$ cat config.mk
export PLATFORM = sky130hd
export DESIGN_NAME = taglist_player
export DESIGN_NICKNAME = d
export VERILOG_FILES = /design/src/rtl/taglist_player.sv
export SDC_FILE = /design/constraint.sdc
export NUM_CORES = 1
export LEC_CHECK = 0
export CAP_MARGIN = 20
export CORE_MARGIN = 2
export CORE_UTILIZATION = 49
export CTS_CLUSTER_DIAMETER = 30
export DETAILED_ROUTE_END_ITERATION = 10
export PLACE_DENSITY = 0.81
export REMOVE_ABC_BUFFERS = 1
export SYNTH_ARGS = -nofsm -noshare
export SYNTH_HDL_FRONTEND = slang
export SYNTH_SLANG_ARGS = --single-unit
$ cat constraint.sdc
create_clock -name clk_1KHz -period 2.3 [get_ports clk_1KHz]
set_input_delay 0.46 -clock clk_1KHz [delete_from_list [all_inputs] [get_ports clk_1KHz]]
set_output_delay 0.46 -clock clk_1KHz [all_outputs]
set_load 0.01 [all_outputs]
$ cat src/rtl/taglist_player.sv
// Tag-list playback engine: fetches tag entries from the tag RAM read port and
// walks the sample-ROM address across each entry's [start, end] range.
module taglist_player #(
    parameter int unsigned RAM_LAT = 1,
    parameter int unsigned IDX_W   = 7,
    parameter int unsigned ROM_AW  = 10
) (
    input  logic              clk_1KHz,
    input  logic              reset_n,
    input  logic              start,
    input  logic [IDX_W-1:0]  start_idx,
    input  logic              abort,
    input  logic              step_en,
    output logic [IDX_W-1:0]  rd_addr,
    input  logic [31:0]       rd_data,
    output logic [ROM_AW-1:0] rom_addr,
    output logic              rom_valid,
    output logic [IDX_W-1:0]  cur_seq,
    output logic              busy,
    output logic              done,
    output logic              err
);

    localparam int unsigned CNT_W = 2;

    typedef enum logic [1:0] {
        IDLE  = 2'd0,
        FETCH = 2'd1,
        LOAD  = 2'd2,
        PLAY  = 2'd3
    } state_t;

    state_t              state, state_n;
    logic [IDX_W-1:0]    idx, idx_n;
    logic [CNT_W-1:0]    cnt, cnt_n;
    logic [ROM_AW-1:0]   rom_addr_n, end_r, end_n;
    logic                last_r, last_n;
    logic [IDX_W-1:0]    cur_seq_n;
    logic                rom_valid_n, busy_n, done_n, err_n;

    // Tag fields
    logic [IDX_W-1:0]    f_seq;
    logic [ROM_AW-1:0]   f_start, f_end;
    logic                f_last;
    logic                unused_bits;

    assign f_seq       = rd_data[21 +: IDX_W];
    assign f_start     = rd_data[11 +: ROM_AW];
    assign f_end       = rd_data[1 +: ROM_AW];
    assign f_last      = rd_data[0];
    assign unused_bits = ^rd_data[31:28];

    assign rd_addr = idx;

    // State and datapath registers
    always_ff @(posedge clk_1KHz or negedge reset_n) begin
        if (!reset_n) begin
            state     <= IDLE;
            idx       <= '0;
            cnt       <= '0;
            rom_addr  <= '0;
            end_r     <= '0;
            last_r    <= 1'b0;
            cur_seq   <= '0;
            rom_valid <= 1'b0;
            busy      <= 1'b0;
            done      <= 1'b0;
            err       <= 1'b0;
        end else begin
            state     <= state_n;
            idx       <= idx_n;
            cnt       <= cnt_n;
            rom_addr  <= rom_addr_n;
            end_r     <= end_n;
            last_r    <= last_n;
            cur_seq   <= cur_seq_n;
            rom_valid <= rom_valid_n;
            busy      <= busy_n;
            done      <= done_n;
            err       <= err_n;
        end
    end

    // Next-state and next-output logic
    always_comb begin
        state_n    = state;
        idx_n      = idx;
        cnt_n      = cnt;
        rom_addr_n = rom_addr;
        end_n      = end_r;
        last_n     = last_r;
        cur_seq_n  = cur_seq;
        err_n      = err;
        done_n     = 1'b0;

        if (abort) begin
            state_n = IDLE;
            cnt_n   = '0;
        end else begin
            case (state)
                IDLE: begin
                    if (start) begin
                        idx_n   = start_idx;
                        err_n   = 1'b0;
                        cnt_n   = '0;
                        state_n = FETCH;
                    end
                end
                FETCH: begin
                    if (cnt == CNT_W'(RAM_LAT - 1)) begin
                        cnt_n   = '0;
                        state_n = LOAD;
                    end else begin
                        cnt_n = cnt + CNT_W'(1);
                    end
                end
                LOAD: begin
                    cur_seq_n  = f_seq;
                    rom_addr_n = f_start;
                    end_n      = f_end;
                    last_n     = f_last;
                    if (f_start > f_end) begin
                        err_n   = 1'b1;
                        state_n = IDLE;
                    end else begin
                        state_n = PLAY;
                    end
                end
                PLAY: begin
                    if (step_en) begin
                        if (rom_addr < end_r) begin
                            rom_addr_n = rom_addr + ROM_AW'(1);
                        end else if (last_r) begin
                            done_n  = 1'b1;
                            state_n = IDLE;
                        end else if (idx == {IDX_W{1'b1}}) begin
                            // Running off the end of the tag RAM is an error, not a wrap.
                            err_n   = 1'b1;
                            state_n = IDLE;
                        end else begin
                            idx_n   = idx + IDX_W'(1);
                            state_n = FETCH;
                        end
                    end
                end
                default: state_n = IDLE;
            endcase
        end

        rom_valid_n = (state_n == PLAY);
        busy_n      = (state_n != IDLE);
    end

endmodule

Word level (Yosys, flattened, before mapping)
Index checks and enable logic that the tools add are counted.
Operators by class
  bitwise operators: 1
  $lt $le $gt $ge: 2
  multiplexer cells: 34
  eq/ne operators: 14
  multipliers: 0
  add/subtract/negate cells: 3
  div/mod/pow operators: 0
  reduce and logical (&&, ||, !) cells: 12
  shift operators: 0
Operator list (number)
  7-bit 2-to-1 mux: 5
  10-bit 2-to-1 mux: 2
  10-bit case mux with 2 select lines: 1
  2-bit 2-to-1 mux: 9
  2-bit inequality test, second input constant: 8
  7-bit case mux with 2 select lines: 1
  1-bit 2-to-1 mux: 13
  10-bit by 1-bit adder with 10-bit output, second input constant: 1
  10-bit greater-than comparator: 1
  10-bit < comparator: 1
  2-bit case mux with 4 select lines: 1
  8-bit AND reduction: 1
  7-bit by 1-bit adder with 7-bit output, second input constant: 1
  7-bit == test, second input constant: 1
  7-bit AND reduction: 1
  2-bit == test, second input constant: 3
  2-bit nonzero test: 3
  3-bit nonzero test: 2
  2-bit logical NOT: 2
  2-bit case mux with 2 select lines: 1
  2-bit AND reduction: 2
  4-bit AND reduction: 1
  3-bit inequality test, second input constant: 1
  1-bit case mux with 3 select lines: 1
  other kinds (3): 3
Word-level totals
  ROM bits: 0
  input port bits: 44
  logic and storage cells: 77
  output and inout bits: 28
  flip-flop bits (word level): 43
  bits in latches: 0
  RAM bits: 0
  memories: 0

Logic depth before layout (Yosys ltp)
  word-level depth: 8
  gate-level depth with buffers: 9
  gate-level depth less buffers: 8

Worst setup path before layout
No wires, ideal clock.
  kind: reg-to-reg
  start point: register rom_addr[7]
  end point: register rom_addr[1]
  path slack: 220 ps
  library setup time: 128 ps
  clock period less this slack: 2080 ps
  data required time: 2172 ps
  arrival: 1952 ps
  path buffers: 1
  cell stages (with the launch flop): 9
  path through: dfrtp_1 -> ha_1 -> a211oi_1 -> nor2_1 -> nor3_2 -> a21boi_2 -> o21a_1 -> buf_2 -> mux2_1
On the way
  cells in the longest elaborated chain, start to end: 3
Ends and longest elaborated chain
  start: declaration: RTL line 16  | output logic [ROM_AW-1:0] rom_addr,
  start signal: assignment: RTL line 73  | rom_addr <= rom_addr_n;
  10-bit < comparator: RTL line 131  | if (rom_addr < end_r) begin
  2-bit inequality test (no source line)
  4-bit AND reduction (no source line)
No other way between the ends.
A chain may end at the register's enable or synchronous reset.

Final worst setup path
  start point: input port rd_data[19]
  end point: register busy
On the way
  cells in the longest elaborated chain, start to end: 5
Ends and longest elaborated chain
  start: declaration: RTL line 15  | input logic [31:0] rd_data,
  10-bit greater-than comparator: RTL line 122  | if (f_start > f_end) begin
  2-bit 2-to-1 mux: RTL line 122
  2-bit case mux with 4 select lines: RTL line 100  | case (state)
  2-bit 2-to-1 mux: RTL line 96  | if (abort) begin
  2-bit nonzero test: RTL line 151  | busy_n = (state_n != IDLE);
  net busy_n: RTL line 39  | logic rom_valid_n, busy_n, done_n, err_n;
  end signal: assignment: RTL line 78  | busy <= busy_n;
  end: declaration: RTL line 19  | output logic busy,
The timed path passes the listed nets, and every way through them passes these cells.

==> out/metrics.yaml <==
global_routing:
  grt-ovfl-total: 0
  grt_max_degree: 44
  antenna_found_initial: 0
  grt.total_usage_pct: 24.88
  grt_pass1_vias: 2673
  grt_pass1_wl_um: 12050
timing:
  skew_ns: 0.008720
  slew_violations: 0
  layout_min_cycle_time_ns: 2.225
  max_slew_margin_pct: 62.74
  fin_tns_setup_ns: 0
  max_freq_mhz: 449.4
  worst_slew_pin_slew_ns: 0.5590
  report.final.hold_viol_count: 0
  whs_ns: 0.2229
  setup_viol: 0
  timing.final.ws_setup_ns: 0.07475
  fin_crit_sh_pct: 96.75
clock_network:
  cts_sinks: 43
  numCtsBuffers: 5
  cts_tree: "yes"
  cts_root_buf: "clkbuf_8"
  htreeDepth: 2
  clockBufferDepth: 2
  clkTransAtPathRegs_ns: 0.09
  clock_latency_ns: 0.30
worst_setup_path:
  critPathKind: "in2reg"
  worstPathMaxFanout: 3
  r2r-start: "end_r[7]$_DFFE_PN0P_"
  critPathCaptureType: "flip-flop"
  startpoint_type: "input port"
  required_ns: 2.47
  worstPathArrival_ns: 2.40
  timing.rr.end: "rom_addr[0]$_DFFE_PN0P_"
  ff2ff_setup_slack_ns: 0.12
  r2r_cells: 9
synth:
  synthTopCellsByArea: "dfrtp_1 40%, ha_1 11%, nand2_1 8.2%"
  synth_edf_count: 0
  synthCells: 314
  yosysUniqueCellTypes: 48
  syn_area_sq_um: 2658
  synth_warnings: 0
  ys_ff_latch: 43
  synth_seq_area_share_pct: 40.49
  async_flop_share_pct: 100.0
  synth.top_cell.area_share_pct: 40.49
  synth_ff_type: "dfrtp_1"
  synth_top_cell_by_area: "dfrtp_1"
  synth_area_per_cell_sq_um: 8.464
detailed_routing:
  antenna_left: 0
  drtIter0Drc: 248
  routed_wl_um: 7106
  drc: 0
  drtPass1Iterations: 5
  vias: 2628
  wire_per_inst_um: 14.93
  viasPerCell: 5.521
finish:
  diodes: 0
  layout_common_cells: "58 x nand2_1, 58 x clkdlybuf4s50_1, 43 x dfrtp_1, 30 x buf_4"
  layout.nets: 472
  fin_util_pct: 73.90
  areaGrowthSynthToFinish_pct: 43.83
  drive_gt1_share_pct: 15.76
placement:
  gp_congestion: 0.8241
  dp_hpwl_um: 5280
  dpl_worst_slack_ns: -0.4026
  portBuffers: 67
power:
  irDropWorstVdd_uv: 672.9
  p_leak_nw: 1.766
  total_power_w: 0.004244
  power_density_nw_per_um2: 1110
die:
  die_h_um: 77.65
  die_x_um: 77.65
  die_area_sq_um: 6029
  core.rowCount: 26
  core_sq_um: 5172
  start_util_pct: 51.38
  io_pins: 72
flow_run:
  max-cap-violations: 0
run_status:
  status: "completed"
min_path:
  hold_class: "in2async"
==> timing repair <==
action	CTS	global route
setup endpoints to repair	1	17
buffers inserted	0	2
hold buffers	0	0
pin swaps	1	7
endpoints found under the hold margin	0	0
gates resized for setup	4	28
==> cell type report <==
type | count | area (sq um)
clock buffer | 5 | 68.82
inverter | 28 | 105.1
multi-input combinational | 229 | 1539
sequential | 43 | 1076
clock inverter | 3 | 15.01
tap | 70 | 87.58
fill | 388 | 1350
timing repair buffer | 98 | 930.9
==> through the flow <==
step	area, sq um	cells
6_report	3822	476
5_1_grt	3822	476
4_1_cts	3671	474
3_5_place_dp	3576	466
3_3_place_gp	3576	466
2_1_floorplan	2590	300
==> sequential cells by signal, indices dropped and copies added (netlist names) <==
register / flops
rom_valid: 1
end_r: 10
state: 2
done: 1
last_r: 1
busy: 1
cur_seq: 7
err: 1
cnt: 2
rom_addr: 10
rd_addr: 7
==> cells in the mapped netlist (all sizes together) (3+ instances only) <==
cell	n
nand2	58
dfrtp	43
inv	28
o21ai	28
ha	23
nor2	23
a21oi	16
nor3	9
clkbuf	8
o311ai	7
and3	6
buf	6
nand3	6
a31oi	5
a211oi	4
o22a	4
a22oi	3
mux2i	3
nand4	3
o211ai	3
==> kinds of logic (layout without fill, tap and decap cells) <==
group           count (synthesis)  count (layout)  synth area share [%]
simple gates                  117             117                 19.68
compound gates                 85              85                 20.95
flops                          43              43                 40.49
buf+inv                        42             134                 6.497
fa+ha+maj                      23              23                 10.83
mux                             4               4                 1.554
==> power by group <==
| part | switching, W | internal [W] | leakage, nW | total, W |
|---|---|---|---|---|
| Clock | 0.000262 | 0.000208 | 0.0477 | 0.000470 |
| Sequential | 0.000255 | 0.00107 | 0.528 | 0.00133 |
| Combinational | 0.00120 | 0.00124 | 1.19 | 0.00244 |
| Total | 0.00172 | 0.00253 | 1.77 | 0.00424 |
==> critical path, cell delays in order <==
cell and delay (ns):
clkdlybuf4s50_1 0.49, ha_4 0.30, nand4_1 0.18, a211oi_2 0.27
a2111oi_4 0.08, buf_4 0.15, a31o_4 0.21, o21ai_2 0.14
o211ai_1 0.10
==> worst max-delay path by stage <==
stage	from	to	slack [ns]
2_1_floorplan	rom_addr[3]$_DFFE_PN0P_	rom_addr[1]$_DFFE_PN0P_	0.09
3_3_place_gp	rd_data[6]	rom_valid$_DFF_PN0_	-0.35
3_5_place_dp	rd_data[6]	rom_valid$_DFF_PN0_	-0.40
4_1_cts	rd_data[8]	rom_valid$_DFF_PN0_	0.02
5_1_grt	rd_data[19]	busy$_DFF_PN0_	-0.03
6_report	rd_data[19]	busy$_DFF_PN0_	0.07
==> layer usage <==
metal | GRT usage (%) | vias to the layer above | part of all wire [%]
met1 | 29.78 | 1228 | 41
met2 | 44.74 | 97 | 51
li1 | - | 1293 | -
met3 | 4.884 | 10 | 6.3
met4 | 7.679 | 0 | 1.9
met5 | 0 | - | 0
Note: power is estimated with default switching activity, not from simulation.
